### config.mk
export PLATFORM = sky130hd
export DESIGN_NAME = swu_fm_pad_flat
export DESIGN_NICKNAME = d
export VERILOG_FILES = /design/src/rtl/swu_fm_pad_pkg.sv /design/src/rtl/swu_fm_pad_if.sv /design/src/rtl/swu_fm_pad_cnt.sv /design/src/rtl/swu_fm_pad.sv /design/src/flat_wrapper.sv
export SDC_FILE = /design/constraint.sdc
export NUM_CORES = 1
export LEC_CHECK = 0
export BUFFER_PORTS_ARGS = -buffer_cell sky130_fd_sc_hd__buf_4
export CAP_MARGIN = 10
export CORE_MARGIN = 2
export CORE_UTILIZATION = 38
export DETAILED_ROUTE_END_ITERATION = 12
export HOLD_SLACK_MARGIN = 0.02
export SLEW_MARGIN = 20
export SYNTH_ARGS = -nofsm -noshare
export SYNTH_HDL_FRONTEND = slang
export SYNTH_SLANG_ARGS = --single-unit
### constraint.sdc
create_clock -name aclk -period 3.4 [get_ports aclk]
set_clock_uncertainty 0.2 [all_clocks]
set_input_delay 0.34 -clock aclk [delete_from_list [all_inputs] [get_ports aclk]]
set_output_delay 0.34 -clock aclk [all_outputs]
set_load 0.05 [all_outputs]
### src/rtl/swu_fm_pad_pkg.sv
// Shared helpers for the swu feature-map padding stage: derived frame dimensions,
// counter widths and the pad-slot predicate.
package swu_fm_pad_pkg;

    // Classification of one output slot of the padded frame.
    typedef enum logic {
        SlotData = 1'b0,
        SlotPad  = 1'b1
    } slot_kind_e;

    // Channel folds per pixel.
    function automatic int unsigned swu_cf(input int unsigned channels,
                                           input int unsigned simd);
        return channels / simd;
    endfunction

    // Padded extent of one dimension.
    function automatic int unsigned swu_padded_dim(input int unsigned dim,
                                                   input int unsigned pad_lo,
                                                   input int unsigned pad_hi);
        return dim + pad_lo + pad_hi;
    endfunction

    // Bits needed to count 0..max_val; never narrower than one bit.
    function automatic int unsigned swu_cnt_w(input int unsigned max_val);
        return (max_val == 0) ? 1 : $clog2(max_val + 1);
    endfunction

    // A slot is pad when it falls outside the unpadded IFM window.
    function automatic slot_kind_e swu_slot_kind(input int unsigned row,
                                                 input int unsigned col,
                                                 input int unsigned pad_top,
                                                 input int unsigned ifm_h,
                                                 input int unsigned pad_left,
                                                 input int unsigned ifm_w);
        if ((row < pad_top) || (row >= pad_top + ifm_h) ||
            (col < pad_left) || (col >= pad_left + ifm_w)) begin
            return SlotPad;
        end
        return SlotData;
    endfunction

endpackage

### src/rtl/swu_fm_pad_if.sv
// AXI-Stream style beat interface used on both sides of swu_fm_pad.
// With SWU_PAD_TLAST_EN defined the master side also carries tlast.
interface swu_fm_pad_if #(
    parameter int unsigned DataWidth = 8
);
    logic [DataWidth-1:0] tdata;
    logic                 tvalid;
    logic                 tready;

`ifdef SWU_PAD_TLAST_EN
    logic                 tlast;

    modport master (
        output tdata,
        output tvalid,
        output tlast,
        input  tready
    );
`else
    modport master (
        output tdata,
        output tvalid,
        input  tready
    );
`endif

    // The padding stage never consumes tlast on its input side.
    modport slave (
        input  tdata,
        input  tvalid,
        output tready
    );

endinterface

### src/rtl/swu_fm_pad_cnt.sv
// Nested cf -> ox -> oy position counter over one padded frame. Reports whether the
// current slot is pad and whether it is the last beat of the frame.
module swu_fm_pad_cnt
    import swu_fm_pad_pkg::*;
#(
    parameter int unsigned NumFold   = 2,
    parameter int unsigned OutWidth  = 8,
    parameter int unsigned OutHeight = 8,
    parameter int unsigned IfmWidth  = 6,
    parameter int unsigned IfmHeight = 6,
    parameter int unsigned PadTop    = 1,
    parameter int unsigned PadLeft   = 1,
    localparam int unsigned CfW      = swu_cnt_w(NumFold - 1),
    localparam int unsigned OxW      = swu_cnt_w(OutWidth - 1),
    localparam int unsigned OyW      = swu_cnt_w(OutHeight - 1)
) (
    input  logic           clk_i,
    input  logic           rst_i,
    input  logic           advance_i,
    output logic [CfW-1:0] cf_o,
    output logic [OxW-1:0] ox_o,
    output logic [OyW-1:0] oy_o,
    output logic           is_pad_o,
    output logic           frame_end_o
);

    localparam logic [CfW-1:0] CfLast = CfW'(NumFold - 1);
    localparam logic [OxW-1:0] OxLast = OxW'(OutWidth - 1);
    localparam logic [OyW-1:0] OyLast = OyW'(OutHeight - 1);

    logic [CfW-1:0] cf_q, cf_d;
    logic [OxW-1:0] ox_q, ox_d;
    logic [OyW-1:0] oy_q, oy_d;
    logic           cf_last, ox_last, oy_last;

    // Wrap detection and slot classification for the current position.
    always_comb begin
        cf_last     = (cf_q == CfLast);
        ox_last     = (ox_q == OxLast);
        oy_last     = (oy_q == OyLast);
        frame_end_o = cf_last && ox_last && oy_last;
        is_pad_o    = (swu_slot_kind(32'(oy_q), 32'(ox_q), PadTop, IfmHeight,
                                     PadLeft, IfmWidth) == SlotPad);
    end

    // Ripple the fold counter into column, then row; all wrap together at frame end.
    always_comb begin
        cf_d = cf_q;
        ox_d = ox_q;
        oy_d = oy_q;
        if (advance_i) begin
            if (cf_last) begin
                cf_d = '0;
                if (ox_last) begin
                    ox_d = '0;
                    oy_d = oy_last ? '0 : oy_q + OyW'(1);
                end else begin
                    ox_d = ox_q + OxW'(1);
                end
            end else begin
                cf_d = cf_q + CfW'(1);
            end
        end
    end

    // Position registers; reset discards any partial frame.
    always_ff @(posedge clk_i) begin
        if (rst_i) begin
            cf_q <= '0;
            ox_q <= '0;
            oy_q <= '0;
        end else begin
            cf_q <= cf_d;
            ox_q <= ox_d;
            oy_q <= oy_d;
        end
    end

    assign cf_o = cf_q;
    assign ox_o = ox_q;
    assign oy_o = oy_q;

endmodule

### src/rtl/swu_fm_pad.sv
// Feature-map padding stage ahead of the sliding window unit. Emits the padded IFM
// stream through a single output register; pad beats are generated locally without
// consuming input. Define SWU_PAD_TLAST_EN to add a registered m_axis.tlast that
// marks the final beat of each padded frame.
module swu_fm_pad
    import swu_fm_pad_pkg::*;
#(
    parameter int unsigned SIMD         = 1,
    parameter int unsigned IP_PRECISION = 8,
    parameter int unsigned IFMChannels  = 2,
    parameter int unsigned IFMWidth     = 6,
    parameter int unsigned IFMHeight    = 6,
    parameter int unsigned PAD_TOP      = 1,
    parameter int unsigned PAD_BOTTOM   = 1,
    parameter int unsigned PAD_LEFT     = 1,
    parameter int unsigned PAD_RIGHT    = 1,
    parameter logic [IP_PRECISION-1:0] PAD_VALUE = '0
) (
    input  logic         aclk,
    input  logic         areset,
    swu_fm_pad_if.slave  s_axis,
    swu_fm_pad_if.master m_axis
);

    localparam int unsigned NumFold   = swu_cf(IFMChannels, SIMD);
    localparam int unsigned OutWidth  = swu_padded_dim(IFMWidth, PAD_LEFT, PAD_RIGHT);
    localparam int unsigned OutHeight = swu_padded_dim(IFMHeight, PAD_TOP, PAD_BOTTOM);
    localparam int unsigned DataWidth = SIMD * IP_PRECISION;
    localparam int unsigned CfW       = swu_cnt_w(NumFold - 1);
    localparam int unsigned OxW       = swu_cnt_w(OutWidth - 1);
    localparam int unsigned OyW       = swu_cnt_w(OutHeight - 1);

    localparam logic [DataWidth-1:0] PadBeat = {SIMD{PAD_VALUE}};

    if ((SIMD == 0) || (IFMChannels % SIMD != 0)) begin : g_bad_simd
        $error("swu_fm_pad: SIMD must be nonzero and divide IFMChannels");
    end
    if ((IFMWidth == 0) || (IFMHeight == 0)) begin : g_bad_dims
        $error("swu_fm_pad: IFMWidth and IFMHeight must be nonzero");
    end

    logic [CfW-1:0]       cf;
    logic [OxW-1:0]       ox;
    logic [OyW-1:0]       oy;
    logic                 is_pad;
    logic                 frame_end;
    logic                 load;
    logic                 advance;

    logic [DataWidth-1:0] tdata_q, tdata_d;
    logic                 tvalid_q, tvalid_d;
`ifdef SWU_PAD_TLAST_EN
    logic                 tlast_q, tlast_d;
`endif

    swu_fm_pad_cnt #(
        .NumFold   (NumFold),
        .OutWidth  (OutWidth),
        .OutHeight (OutHeight),
        .IfmWidth  (IFMWidth),
        .IfmHeight (IFMHeight),
        .PadTop    (PAD_TOP),
        .PadLeft   (PAD_LEFT)
    ) u_cnt (
        .clk_i       (aclk),
        .rst_i       (areset),
        .advance_i   (advance),
        .cf_o        (cf),
        .ox_o        (ox),
        .oy_o        (oy),
        .is_pad_o    (is_pad),
        .frame_end_o (frame_end)
    );

    // Handshake: the register may load when empty or draining; input is only taken
    // on data slots, and a pad slot advances on its own.
    always_comb begin
        load          = !tvalid_q || m_axis.tready;
        s_axis.tready = !areset && load && !is_pad;
        advance       = !areset && load && (is_pad || s_axis.tvalid);
    end

    // Next contents of the output register.
    always_comb begin
        tvalid_d = tvalid_q;
        tdata_d  = tdata_q;
`ifdef SWU_PAD_TLAST_EN
        tlast_d  = tlast_q;
`endif
        if (load) begin
            tvalid_d = advance;
            if (is_pad) begin
                tdata_d = PadBeat;
            end else if (s_axis.tvalid) begin
                tdata_d = s_axis.tdata;
            end
`ifdef SWU_PAD_TLAST_EN
            tlast_d = advance && frame_end;
`endif
        end
    end

    // Output register; cleared by reset so nothing of the partial frame leaks out.
    always_ff @(posedge aclk) begin
        if (areset) begin
            tvalid_q <= 1'b0;
            tdata_q  <= '0;
`ifdef SWU_PAD_TLAST_EN
            tlast_q  <= 1'b0;
`endif
        end else begin
            tvalid_q <= tvalid_d;
            tdata_q  <= tdata_d;
`ifdef SWU_PAD_TLAST_EN
            tlast_q  <= tlast_d;
`endif
        end
    end

    assign m_axis.tvalid = tvalid_q;
    assign m_axis.tdata  = tdata_q;
`ifdef SWU_PAD_TLAST_EN
    assign m_axis.tlast  = tlast_q;
`endif

    // Counters never leave the padded frame; frame_end only fires at the final position.
    a_cnt_range: assert property (@(posedge aclk) disable iff (areset)
        (32'(cf) < NumFold) && (32'(ox) < OutWidth) && (32'(oy) < OutHeight));
    a_frame_end: assert property (@(posedge aclk) disable iff (areset)
        frame_end |-> ((32'(cf) == NumFold - 1) && (32'(ox) == OutWidth - 1) &&
                       (32'(oy) == OutHeight - 1)));

endmodule

### src/flat_wrapper.sv
// flat-port wrapper written by rule: the top's interface ports become plain ports
module swu_fm_pad_flat import swu_fm_pad_pkg::*;
#(
    parameter int unsigned SIMD         = 1,
    parameter int unsigned IP_PRECISION = 8,
    parameter int unsigned IFMChannels  = 2,
    parameter int unsigned IFMWidth     = 6,
    parameter int unsigned IFMHeight    = 6,
    parameter int unsigned PAD_TOP      = 1,
    parameter int unsigned PAD_BOTTOM   = 1,
    parameter int unsigned PAD_LEFT     = 1,
    parameter int unsigned PAD_RIGHT    = 1,
    parameter logic [IP_PRECISION-1:0] PAD_VALUE = '0
)
  (aclk, areset, s_axis_tdata, s_axis_tvalid, s_axis_tready, m_axis_tdata, m_axis_tvalid, m_axis_tready);
  swu_fm_pad_if #(.DataWidth(8)) s_axis_i ();
  swu_fm_pad_if #(.DataWidth(8)) m_axis_i ();
  input  logic aclk;
  input  logic areset;
  input wire logic [$bits(s_axis_i.tdata)-1:0] s_axis_tdata;
  input wire logic [$bits(s_axis_i.tvalid)-1:0] s_axis_tvalid;
  output wire logic [$bits(s_axis_i.tready)-1:0] s_axis_tready;
  output wire logic [$bits(m_axis_i.tdata)-1:0] m_axis_tdata;
  output wire logic [$bits(m_axis_i.tvalid)-1:0] m_axis_tvalid;
  input wire logic [$bits(m_axis_i.tready)-1:0] m_axis_tready;
  assign s_axis_i.tdata = s_axis_tdata;
  assign s_axis_i.tvalid = s_axis_tvalid;
  assign s_axis_tready = s_axis_i.tready;
  assign m_axis_tdata = m_axis_i.tdata;
  assign m_axis_tvalid = m_axis_i.tvalid;
  assign m_axis_i.tready = m_axis_tready;
  swu_fm_pad #(.SIMD(SIMD), .IP_PRECISION(IP_PRECISION), .IFMChannels(IFMChannels), .IFMWidth(IFMWidth), .IFMHeight(IFMHeight), .PAD_TOP(PAD_TOP), .PAD_BOTTOM(PAD_BOTTOM), .PAD_LEFT(PAD_LEFT), .PAD_RIGHT(PAD_RIGHT), .PAD_VALUE(PAD_VALUE)) u_core (.aclk(aclk), .areset(areset), .s_axis(s_axis_i), .m_axis(m_axis_i));
endmodule
==> metrics.md, run 1 <==
| Metric | Value |
|---|---|
| Ys Warns | 0 |
| Number of diodes added for antenna fixing | 0 |
| Layout cell share with drive strength beyond 1 | between 20% and 30% |
| Remaining antenna violation count after routing | 0 |
| Reg-to-reg endpoint | u_core.m_axis.tdata[5] |
| FF-to-FF setup slack | approximately 1200 ps |
| Initial Utilization | between 40% and 50% |
| Antenna violations before repair | 0 |
| Die Y | about 47 um |
| Switching component of the power | 81.3 uW |
| PwrDens | 390 nW/um^2 |
| VDD IR-drop max | around 0.27 mV |
| Number of clock sinks | 16 |
| Max-cap viol count | 0 |
| Internal power consumption | between 200 and 300 uW |
| Uppermost routed layer | met4 |
| Hold bufs inserted after CTS | 0 |
| Least-Margin Pin Slew | approximately 540 ps |
| Fraction of power consumed by the clock network | around 36% |
| Vias | 613 |
| Final slew viol count | 0 |
| Switching part of the total | between 20 and 25% |
| Number of setup buffers added after CTS | 0 |
| Via density per instance | 5.07 |
| Remaining design rule violation count | 0 |
| # rows | 15 |
| Leading cell types by total area after synthesis | dfxtp_1 (45%), a22o_1 (9.9%), ha_1 (7.1%), a21oi_1 (4.3%), nor2_1 (3.7%) |
| Post-synthesis to final-layout area growth | 29.1% |
| Detailed route wirelength on metal3 | roughly 64 um |
| Worst setup slack after placement | 1230 ps |
| Worst Setup Start Kind | register |
| CTS H-tree lvls | 1 |
| Net total in the final layout | between 100 and 150 |
| Crit path setup slack, layout | 1170 ps |
| Maximum buffer depth of the clock tree | 2 |
| WP data arrival | between 1500 and 2000 ps |
| Final routed wire length divided by cell count | between 10 and 15 um |
| Clock tree from TritonCTS | yes |
| I/O pin count | 22 |
| Starting DRC count in detailed routing | 5 |
| Clock root buffer master | clkbuf_4 |
| Placed Instance Area | 873 sq um |
| Share of power burned in registers | 55.4% |
| Count of flip-flops with a built-in enable after synthesis | 0 |
| CTS clk-pin slew, worst paths | about 100 ps |
| Top fanout value on the critical path | 5 |
| RSZ-0062 raised after global routing | no |
| Remaining max-slew budget at the tightest pin | a little under two thirds |
| Worst Reg2Reg Path Length in Cells | 6 |
| Hpwl dp | 1150 um |
| Period utilization | about two thirds |
| Remaining Overflow, GRT | 0 |
| Detailed-routing wirelength on met1 | between 700 and 800 um |
| Number of library cell types mapped by synthesis | 24 |
| Clock period minus worst slack | 2230 ps |
| DIE AREA | between 2000 and 2500 sq um |
| Run status | finished clean |
| Placeable core area | 1730 sq um |
| Critical Path Source | u_core.u_cnt.ox_o[0] |
| Vias in the first global route | around 540 |
| Worst hold margin | roughly 54 ps |
| Post-route cell area | between 900 and 1000 sq um |
| Final Routed Wirelength | around 1500 um |
| Number of synthesized register bits | 16 |
| Number of buffers added on ports | 21 |
| Hold path depth | 2 |
| Number of cells produced by synthesis | 74 |
| Cells resized by post-CTS repair | 0 |
| Async set or reset register ratio after synthesis | 0% |
| Global-route wire length before repair | roughly 2300 um |
| TritonCTS Buffers | 3 |
| First-pass detailed-route iteration total | 3 |
| Synthesized area per cell | 9.52 sq um |
| Endpoints failing setup | 0 |
| Yosys top cell by area | dfxtp_1 |
| Register cell area after layout | approximately 320 sq um |
| Setup Total Neg Slack | 0 ps |
| F_max | ~450 MHz |
| Synthesized net count | 90 |
| Sequential element share of the synthesized area | a little under half |
| Post-synth top area share | 45.5% |
| Required time worst endpoint | ~2900 ps |
| Count of filler cells inserted in the layout | 179 |
| Global placement routability congestion | between 0.7 and 0.8 |
| Area occupied by multi-input gates | about 360 sq um |
| CP Class | register to output pin |
| Launch instance of the worst register-to-register path | u_core.u_cnt.ox_o[0] |
| Endpoint, Worst Hold | u_core.m_axis.tdata[2] |
| Horizontal die dimension | 47.1 um |
| Startpoint of the lowest-slack hold path | s_axis_tdata[2] |
| Global-route usage over all layers | between 10% and 20% |
| Type of destination of the critical path | output pin |
| Type of the worst min-delay path | input port to register |
| Final hold viol count | 0 |
| Most used flip-flop cell after synthesis | dfxtp_1 |
| Cell Area, Synth | 704 sq um |
| Insertion delay of the later-clocked pin in the worst-skew pair | a little under 300 ps |
| Largest net degree at the start of global routing | 12 |
| Leak | between 0.4 and 0.5 nW |
| Share of power burned in combinational logic | roughly 9.0% |
| Met2 wire length | slightly above 700 um |
-- critical path: stages (launching register included) --
cell and delay, ps:
dfxtp_1 390, ha_1 220, ha_1 230, nor2_1 50
and3_2 210, and2_1 130, buf_4 180
-- synth_stat cells, types with 2 or more instances --
| cell | instances |
|---|---|
| nand4_1 | 3 |
| nor2_1 | 7 |
| nor3_1 | 4 |
| nor2b_1 | 2 |
| and3_1 | 4 |
| ha_1 | 4 |
| dfxtp_1 | 16 |
| nand3_1 | 2 |
| a22o_1 | 8 |
| o21ai_0 | 5 |
| a21oi_1 | 6 |
-- routing by layer --
| layer | vias up | global-route usage, % |
|---|---|---|
| met5 | - | 0 |
| met4 | 0 | 8.33 |
| met3 | 4 | 6.92 |
| met2 | 11 | 24.1 |
| met1 | 278 | 19.2 |
| li1 | 320 | - |
-- how the worst max path moves through the flow --
stage | endpoint | slack, ps
CTS | s_axis_tready | 1160
finish | s_axis_tready | 1170
global placement | u_core.m_axis.tdata[5] | 1310
detailed placement | u_core.m_axis.tdata[5] | 1230
floorplan | u_core.u_cnt.oy_o[0] | 1470
global route | u_core.m_axis.tdata[6] | 1000
-- through the flow --
stage / instances / util, % / power, mW
2_1_floorplan: 74 / - / 0.218
3_3_place_gp: 117 / 50.6 / 0.232
3_5_place_dp: 117 / 50.6 / 0.233
4_1_cts: 121 / 52.7 / 0.360
5_1_grt: 121 / 52.7 / 0.371
6_report: 121 / 52.7 / 0.355
-- cell type report --
type / count / area share [%]
Multi-Input combinational cell: 55 / 40.0
Sequential cell: 16 / 35.2
Timing Repair Buffer: 21 / 17.3
Clock buffer: 4 / 3.99
Tap cell: 25 / 3.44
-- layout by cell type, fill, tap and decap left out, types with 2 or more instances in the layout --
cell type,netlist,final
o21ai_0,5,5
nand3_1,2,2
a22o_1,8,8
nor2b_1,2,2
ha_1,4,4
buf_4,0,21
clkbuf_4,0,3
nor3_1,4,4
and3_1,4,4
nor2_1,7,7
nand4_1,3,3
dfxtp_1,16,16
a21oi_1,6,6
-- logic make-up after synthesis --
logic type / synth area share, %
compound gates: 18.7
mux: 1.60
xor+xnor: 1.24
simple gates: 23.1
buf+inv: 2.84
flops: 45.5
fa+ha+maj: 7.11
-- state kept, by name, summed over array words and instances (netlist names) --
signal and flops:
u_core.u_cnt.cf_o 1, u_core.m_axis.tdata 8, u_core.u_cnt.oy_o 3, u_core.m_axis.tvalid 1
u_core.u_cnt.ox_o 3
-- power by group through the flow --
stage | registers (mW) | logic, mW | clock network [mW]
final | 0.196 | 0.0318 | 0.126
after floorplan | 0.202 | 0.0159 | 0
after global routing | 0.197 | 0.0352 | 0.139
after global placement | 0.200 | 0.0321 | 0
after CTS | 0.196 | 0.0322 | 0.132
after detailed placement | 0.201 | 0.0320 | 0
Note: power is estimated with default switching activity, not from simulation.
==> inputs of run 2 (changes only) <==
ABC_AREA = 1   (was default)
clock period = 2.31 ns   (was 3.4 ns; I/O delays follow)
==> run 2 against run 1 <==
Compared with the run above:
- clock power increased by 48%
- cell area grew 28%
- via count is 31% higher
- global-route usage is 1.5 points lower
- synthesized area rose by 28%
- largest cell class unchanged
- non-clock buffer count grew 2
- cell count grew 49%
==> metrics.md, run 2 <==
| Metric | Value |
|---|---|
| Number of synthesized register bits | 16 (unchanged) |
| Initial Utilization | 40.4% (-0.40 points) |
| # rows | 17 (+2) |
| Area occupied by multi-input gates | 495 sq um (+36%) |
| Clock period minus worst slack | about 2200 ps |
| Xor/xnor share of the synthesized area | 0% (-1.2 points) |
| Synthesized net count | 142 (+58%) |
| Yosys top cell by area | dfxtp_1 |
| Count of filler cells inserted in the layout | 225 (+26%) |
| Worst Setup Start Kind | register |
| RSZ-0062 raised after global routing | no |
| Synth Area in Simple Gates | 42.4% (+19 points) |
| Final routed wire length divided by cell count | 9.59 um (-25%) |
| Required time worst endpoint | 1880 ps (-980 ps) |
| Final slew viol count | 0 (unchanged) |
| Global-route wire length before repair | 2970 um (+26%) |
| F_max | 461 MHz |
| Max-cap viol count | 0 (unchanged) |
| Async set or reset register ratio after synthesis | 0% (unchanged) |
| Number of clock sinks | 16 (unchanged) |
| Leading cell types by total area after synthesis | dfxtp_1 (36%), nor2_1 (13%), inv_1 (8.3%), nand2_1 (7.5%), nor2_2 (6.2%) |
| Compound-Gate Fraction of Synth Area | 5.55% (-13 points) |
| Least-Margin Pin Slew | 443 ps (-101 ps) |
| Clock tree from TritonCTS | yes |
| Antenna violations before repair | 0 (unchanged) |
| Number of diodes added for antenna fixing | 0 (unchanged) |
| Run status | finished clean |
| CTS clk-pin slew, worst paths | 100 ps (about the same) |
| Mux share of post-synthesis cell area | 0% (-1.6 points) |
| Global placement routability congestion | 0.773 (+3.7%) |
| Period utilization | between 90% and 100% |
| VDD IR-drop max | 0.279 mV (+2.9%) |
| Remaining antenna violation count after routing | 0 (unchanged) |
| Endpoints failing setup | 0 (unchanged) |
| Clock root buffer master | clkbuf_4 |
| Critical path's slowest cell | dfxtp_2 |
| Top fanout value on the critical path | 4 (-1) |
| WP data arrival | 1740 ps (+50 ps) |
| Post-synth top area share | 35.5% (-10 points) |
| Count of flip-flops with a built-in enable after synthesis | 0 (unchanged) |
| Type of the worst min-delay path | input port to register |
| Most common cell after layout, fill and taps aside | nor2_1 |
| Sequential element share of the synthesized area | 35.5% (-10 points) |
| FF-to-FF setup slack | 410 ps (-790 ps) |
| Setup Total Neg Slack | 0 ps (unchanged) |
| First-pass detailed-route iteration total | 4 (+1) |
| Most common cell type on the critical path | nand2_2 |
| PwrDens | 510 nW/um^2 (+31%) |
| Vias | 803 (+31%) |
| Global-route usage over all layers | 14.4% (-1.5 points) |
| Starting DRC count in detailed routing | 8 (+3) |
| Hpwl dp | 1340 um (+17%) |
| Worst path max stage delay | 350 ps (-40 ps) |
| TritonCTS Buffers | 3 (unchanged) |
| DIE AREA | 2780 sq um (+26%) |
| Post-synthesis to final-layout area growth | 28.7% |
| Ys Warns | 0 (unchanged) |
| CTS H-tree lvls | 1 (unchanged) |
| Horizontal die dimension | 52.7 um (+12%) |
| Remaining Overflow, GRT | 0 (unchanged) |
| Dominant combinational cell family by area after synthesis | simple AND/OR/NAND/NOR gates |
| Placeable core area | 2230 sq um (+29%) |
| Largest net degree at the start of global routing | 17 (+5) |
| Number of buffers added on ports | 21 (unchanged) |
| Most frequent cells in the layout | nor2_1 (32), buf_4 (22), inv_1 (20) |
| Buffer and inverter count on the worst path | 1 (unchanged) |
| Number of cells produced by synthesis | 126 (+70%) |
| Number of library cell types mapped by synthesis | 20 (-17%) |
| Via density per instance | 4.46 (-12%) |
| I/O pin count | 22 (unchanged) |
| Ordered list of cells on the worst path | ha_1, ha_2, nor2_2, nand2_2, nor2_4, nand2_2, nor3_2, buf_6 |
| Total Power Consumption | 592 uW (+67%) |
| Type of destination of the critical path | output pin |
| Adder-cell area share of the yosys netlist | 5.55% (-1.6 points) |
| Final Routed Wirelength | 1730 um (+11%) |
| Kind of cell adding the most delay to the critical path | simple AND/OR/NAND/NOR gates |
| Final hold viol count | 0 (unchanged) |
| Leak | 0.605 nW (+45%) |
| Synthesized area per cell | 7.16 sq um (-25%) |
| Cell Area, Synth | 902 sq um (+28%) |
| Register cell area after layout | 324 sq um (+1.2%) |
| Die Y | 52.7 um (+12%) |
| CP Class | register to output pin |
| Insertion delay of the later-clocked pin in the worst-skew pair | 290 ps (about the same) |
| Remaining design rule violation count | 0 (unchanged) |
| Most used flip-flop cell after synthesis | dfxtp_1 |
| Remaining max-slew budget at the tightest pin | 70.4% (+6.8 points) |
| Maximum buffer depth of the clock tree | 2 (unchanged) |
| Flip-flop count of the largest register after layout | 8 (unchanged) |
| Most common cell in the netlist | nor2_1 |
| Layout cell share with drive strength beyond 1 | 36.2% (+7.0 points) |
| Vias in the first global route | 712 (+33%) |
| Top cells by instance count after synthesis | nor2_1 (32), inv_1 (20), nand2_1 (18), dfxtp_1 (16), nor2_2 (9) |
| Net total in the final layout | 169 (+50%) |
==> run 2: worst min-delay path, cell delays in order <==
cell and delay [ps]:
buf_4 70, inv_1 30, nor2_1 80, o21ai_1 70
nor2_1 70
==> run 2: through the flow <==
stage	util, %	hold WS (ps)	cell area [sq um]	setup WS, ps	instances
floorplan	-	252	907	40.0	126
global placement	49.4	277	1100	413	175
detailed placement	49.4	284	1100	392	175
CTS	51.0	92.0	1140	53.9	179
global route	52.0	110	1160	12.7	180
finish	52.0	93.2	1160	143	180
==> run 2: routing by layer <==
metal	vias to the layer above	part of all wire [%]	GRT usage (%)
li1	434	-	-
met1	346	47	19.1
met2	19	46	22.7
met3	4	4.9	2.57
met4	0	1.4	6.41
met5	-	0	0
==> run 2: final timing paths <==
check,startpoint,endpoint,cells after the start
worst min register to register,u_core.m_axis.tdata[4],u_core.m_axis.tdata[4],2
worst min-delay path,s_axis_tdata[7],u_core.m_axis.tdata[7],5
worst max-delay path,u_core.u_cnt.oy_o[0],s_axis_tready,8
worst max register to register,u_core.u_cnt.oy_o[0],u_core.m_axis.tdata[4],11
==> run 2: kinds of logic after synthesis <==
family / count (synthesis)
buffers and inverters: 24
AOI/OAI and AO/OA: 10
and+or+nand+nor: 72
DFF: 16
adders and majority gates: 4
==> run 2: where the power goes <==
group          leakage (nW)  switching [mW]  internal (mW)
sequential            0.132          0.0100          0.287
combinational         0.452          0.0649         0.0438
clock                0.0210          0.0902         0.0960
==> run 2: timing repair <==
| item | CTS | global route |
|---|---|---|
| setup buffers | 0 | 1 |
| endpoints found under the setup margin | 0 | 1 |
| hold buffers | 0 | 0 |
| resized for setup | 0 | 7 |
==> run 2: final cells by class <==
| type | count | share of cell area [%] |
|---|---|---|
| Multi-Input combinational cell | 86 | 42.7 |
| Timing Repair Buffer | 23 | 15.2 |
| Tap cell | 28 | 3.02 |
| Sequential cell | 16 | 27.9 |
| Inverter | 23 | 8.08 |
| Clock buffer | 4 | 3.13 |
==> inputs of run 3 (changes only) <==
BUFFER_PORTS_ARGS = default   (was -buffer_cell sky130_fd_sc_hd__buf_4)
DONT_BUFFER_PORTS = 1   (was default)
==> run 3 against run 2 <==
Compared with the run above:
- global-route usage is 0.77 points lower
- highest routed layer unchanged
- via count down 3.9%
- non-clock buffer count decreased by 10
- sequential power up 6.7%
- critical endpoint unchanged
- clock-buffer cell count stayed put
- wire length decreased by 3.3%
- first-iteration DRC count is 100% higher
- cell count is 5.6% lower
- utilization is 2.4 points lower
==> metrics.md, run 3 (synthesis results as in run 2) <==
| Metric | Value |
|---|---|
| Run status | finished clean |
| Final Core Density | 49.6% (-2.4 points) |
| Period utilization | 95.7% (+1.9 points) |
| Most common cell after layout, fill and taps aside | nor2_1 |
| Flip-flop count of the largest register after layout | 8 (unchanged) |
| PwrDens | 527 nW/um^2 (+3.3%) |
| Clock root buffer master | clkbuf_4 |
| Layout cell share with drive strength beyond 1 | 24.6% (-12 points) |
| Starting DRC count in detailed routing | 16 (+8) |
| Insertion delay of the later-clocked pin in the worst-skew pair | 290 ps (about the same) |
| Remaining max-slew budget at the tightest pin | 64.5% (-5.9 points) |
| Vias | 772 (-3.9%) |
| Final Routed Wirelength | 1670 um (-3.3%) |
| Most frequent cells in the layout | nor2_1 (32), inv_1 (20), nand2_1 (17) |
| Final routed wire length divided by cell count | 9.82 um (+2.4%) |
| Hpwl dp | 1220 um (-8.8%) |
| Endpoints failing setup | 0 (unchanged) |
| Leak | 0.547 nW (-9.6%) |
| TritonCTS Buffers | 3 (unchanged) |
| Worst Setup Start Kind | register |
| Global-route usage over all layers | 13.7% (-0.77 points) |
| Top fanout value on the critical path | 5 (+1) |
| Placed Instance Area | 960 sq um (-13%) |
| # rows | 17 (unchanged) |
| CP Class | register to output pin |
| Kind of cell adding the most delay to the critical path | simple AND/OR/NAND/NOR gates |
| Worst hold margin | 135 ps (+41.5 ps) |
| Type of destination of the critical path | output pin |
| F_max | 452 MHz (-2.0%) |
| DIE AREA | 2780 sq um (unchanged) |
| Number of buffers added on ports | 0 (-100%) |
| Remaining design rule violation count | 0 (unchanged) |
| Crit path setup slack, layout | 98.2 ps (-44.8 ps) |
| Die Y | 52.7 um (unchanged) |
| First-pass detailed-route iteration total | 4 (unchanged) |
| WP data arrival | 1780 ps (+40 ps) |
| Horizontal die dimension | 52.7 um (unchanged) |
| Total Power Consumption | 583 uW (-1.5%) |
| Global placement routability congestion | 0.769 (-0.53%) |
| Net total in the final layout | 159 (-5.9%) |
| Final slew viol count | 0 (unchanged) |
| Critical path's slowest cell | dfxtp_2 |
| Buffer and inverter count on the worst path | 1 (unchanged) |
| CTS H-tree lvls | 1 (unchanged) |
| Maximum buffer depth of the clock tree | 2 (unchanged) |
| Initial Utilization | 40.4% (unchanged) |
| I/O pin count | 22 (unchanged) |
| Required time worst endpoint | 1880 ps (about the same) |
| Remaining Overflow, GRT | 0 (unchanged) |
| Largest net degree at the start of global routing | 17 (unchanged) |
| Most common cell type on the critical path | nand2_2 |
| Worst setup slack after placement | 357 ps (-35.0 ps) |
| Antenna violations before repair | 0 (unchanged) |
| Worst path max stage delay | 360 ps (about the same) |
| Global-route wire length before repair | 2750 um (-7.2%) |
| Post-synthesis to final-layout area growth | 22.7% |
| Least-Margin Pin Slew | 531 ps (+88.6 ps) |
| Number of clock sinks | 16 (unchanged) |
| Number of diodes added for antenna fixing | 0 (unchanged) |
| CTS clk-pin slew, worst paths | 100 ps (about the same) |
| Final hold viol count | 0 (unchanged) |
| Via density per instance | 4.54 (+1.8%) |
| Clock period minus worst slack | 2210 ps (+44.8 ps) |
| VDD IR-drop max | 0.469 mV (+68%) |
| Ordered list of cells on the worst path | ha_1, ha_2, nor2_2, nand2_2, nor2_4, nand2_2, nor3_2, buf_6 |
| Placeable core area | 2230 sq um (unchanged) |
| Post-route cell area | 1110 sq um (-4.6%) |
| Max-cap viol count | 0 (unchanged) |
| Vias in the first global route | 663 (-6.9%) |
| Type of the worst min-delay path | input port to register |
| Clock tree from TritonCTS | yes |
| Remaining antenna violation count after routing | 0 (unchanged) |
-- run 3: per-layer routing --
layer | share of wire (%) | GRT usage, % | up-vias
met3 | 5.5 | 5.43 | 2
met4 | 0.84 | 3.85 | 0
met1 | 48 | 16.1 | 331
li1 | - | - | 417
met5 | 0 | 0 | -
met2 | 46 | 22.7 | 22
-- run 3: what timing repair did --
action / in CTS / in global routing
hold buffers: 9 / 0
endpoints found under the hold margin: 10 / 0
setup endpoints to repair: 0 / 1
gates resized for setup: 0 / 6
setup buffers: 0 / 1
-- run 3: worst register-to-register path: stages, from the launching register on --
cell and delay [ps]:
dfxtp_2 360, ha_1 230, ha_2 190, nor2_2 90
nand2_2 70, nor2_4 90, buf_4 120, nand3_4 140
nand2_8 150, inv_8 60, nor2_2 70, nor2_1 50
-- run 3: report_power, final --
| part | total (mW) | internal (mW) | leakage [nW] | switching, mW |
|---|---|---|---|---|
| logic | 0.0795 | 0.0356 | 0.394 | 0.0439 |
| registers | 0.317 | 0.287 | 0.132 | 0.0295 |
| clock network | 0.187 | 0.0960 | 0.0210 | 0.0912 |
-- run 3: final cells by class --
cell class	count	area (sq um)
fillers	216	1130
multi-input cells	86	495
flip-flops and latches	16	323
repair buffers	13	124
inverters	23	93.8
clock buffers	4	36.3
well taps	28	35.0
-- run 3: per-stage QoR --
step	instances	setup TNS, ps
after floorplan	126	0
after global placement	156	0
after detailed placement	156	0
after CTS	169	0
after global routing	170	-4.85
final	170	0
-- run 3: path summary, 6_finish.rpt --
check                      endpoint                  from  slack (ps)  depth (start not counted)
max                   s_axis_tready  u_core.u_cnt.ox_o[0]         100                          8
min            u_core.m_axis.tvalid         s_axis_tvalid         130                          4
max reg2reg  u_core.m_axis.tdata[2]  u_core.u_cnt.ox_o[0]         380                         11
min reg2reg    u_core.u_cnt.oy_o[0]  u_core.u_cnt.oy_o[0]         340                          4
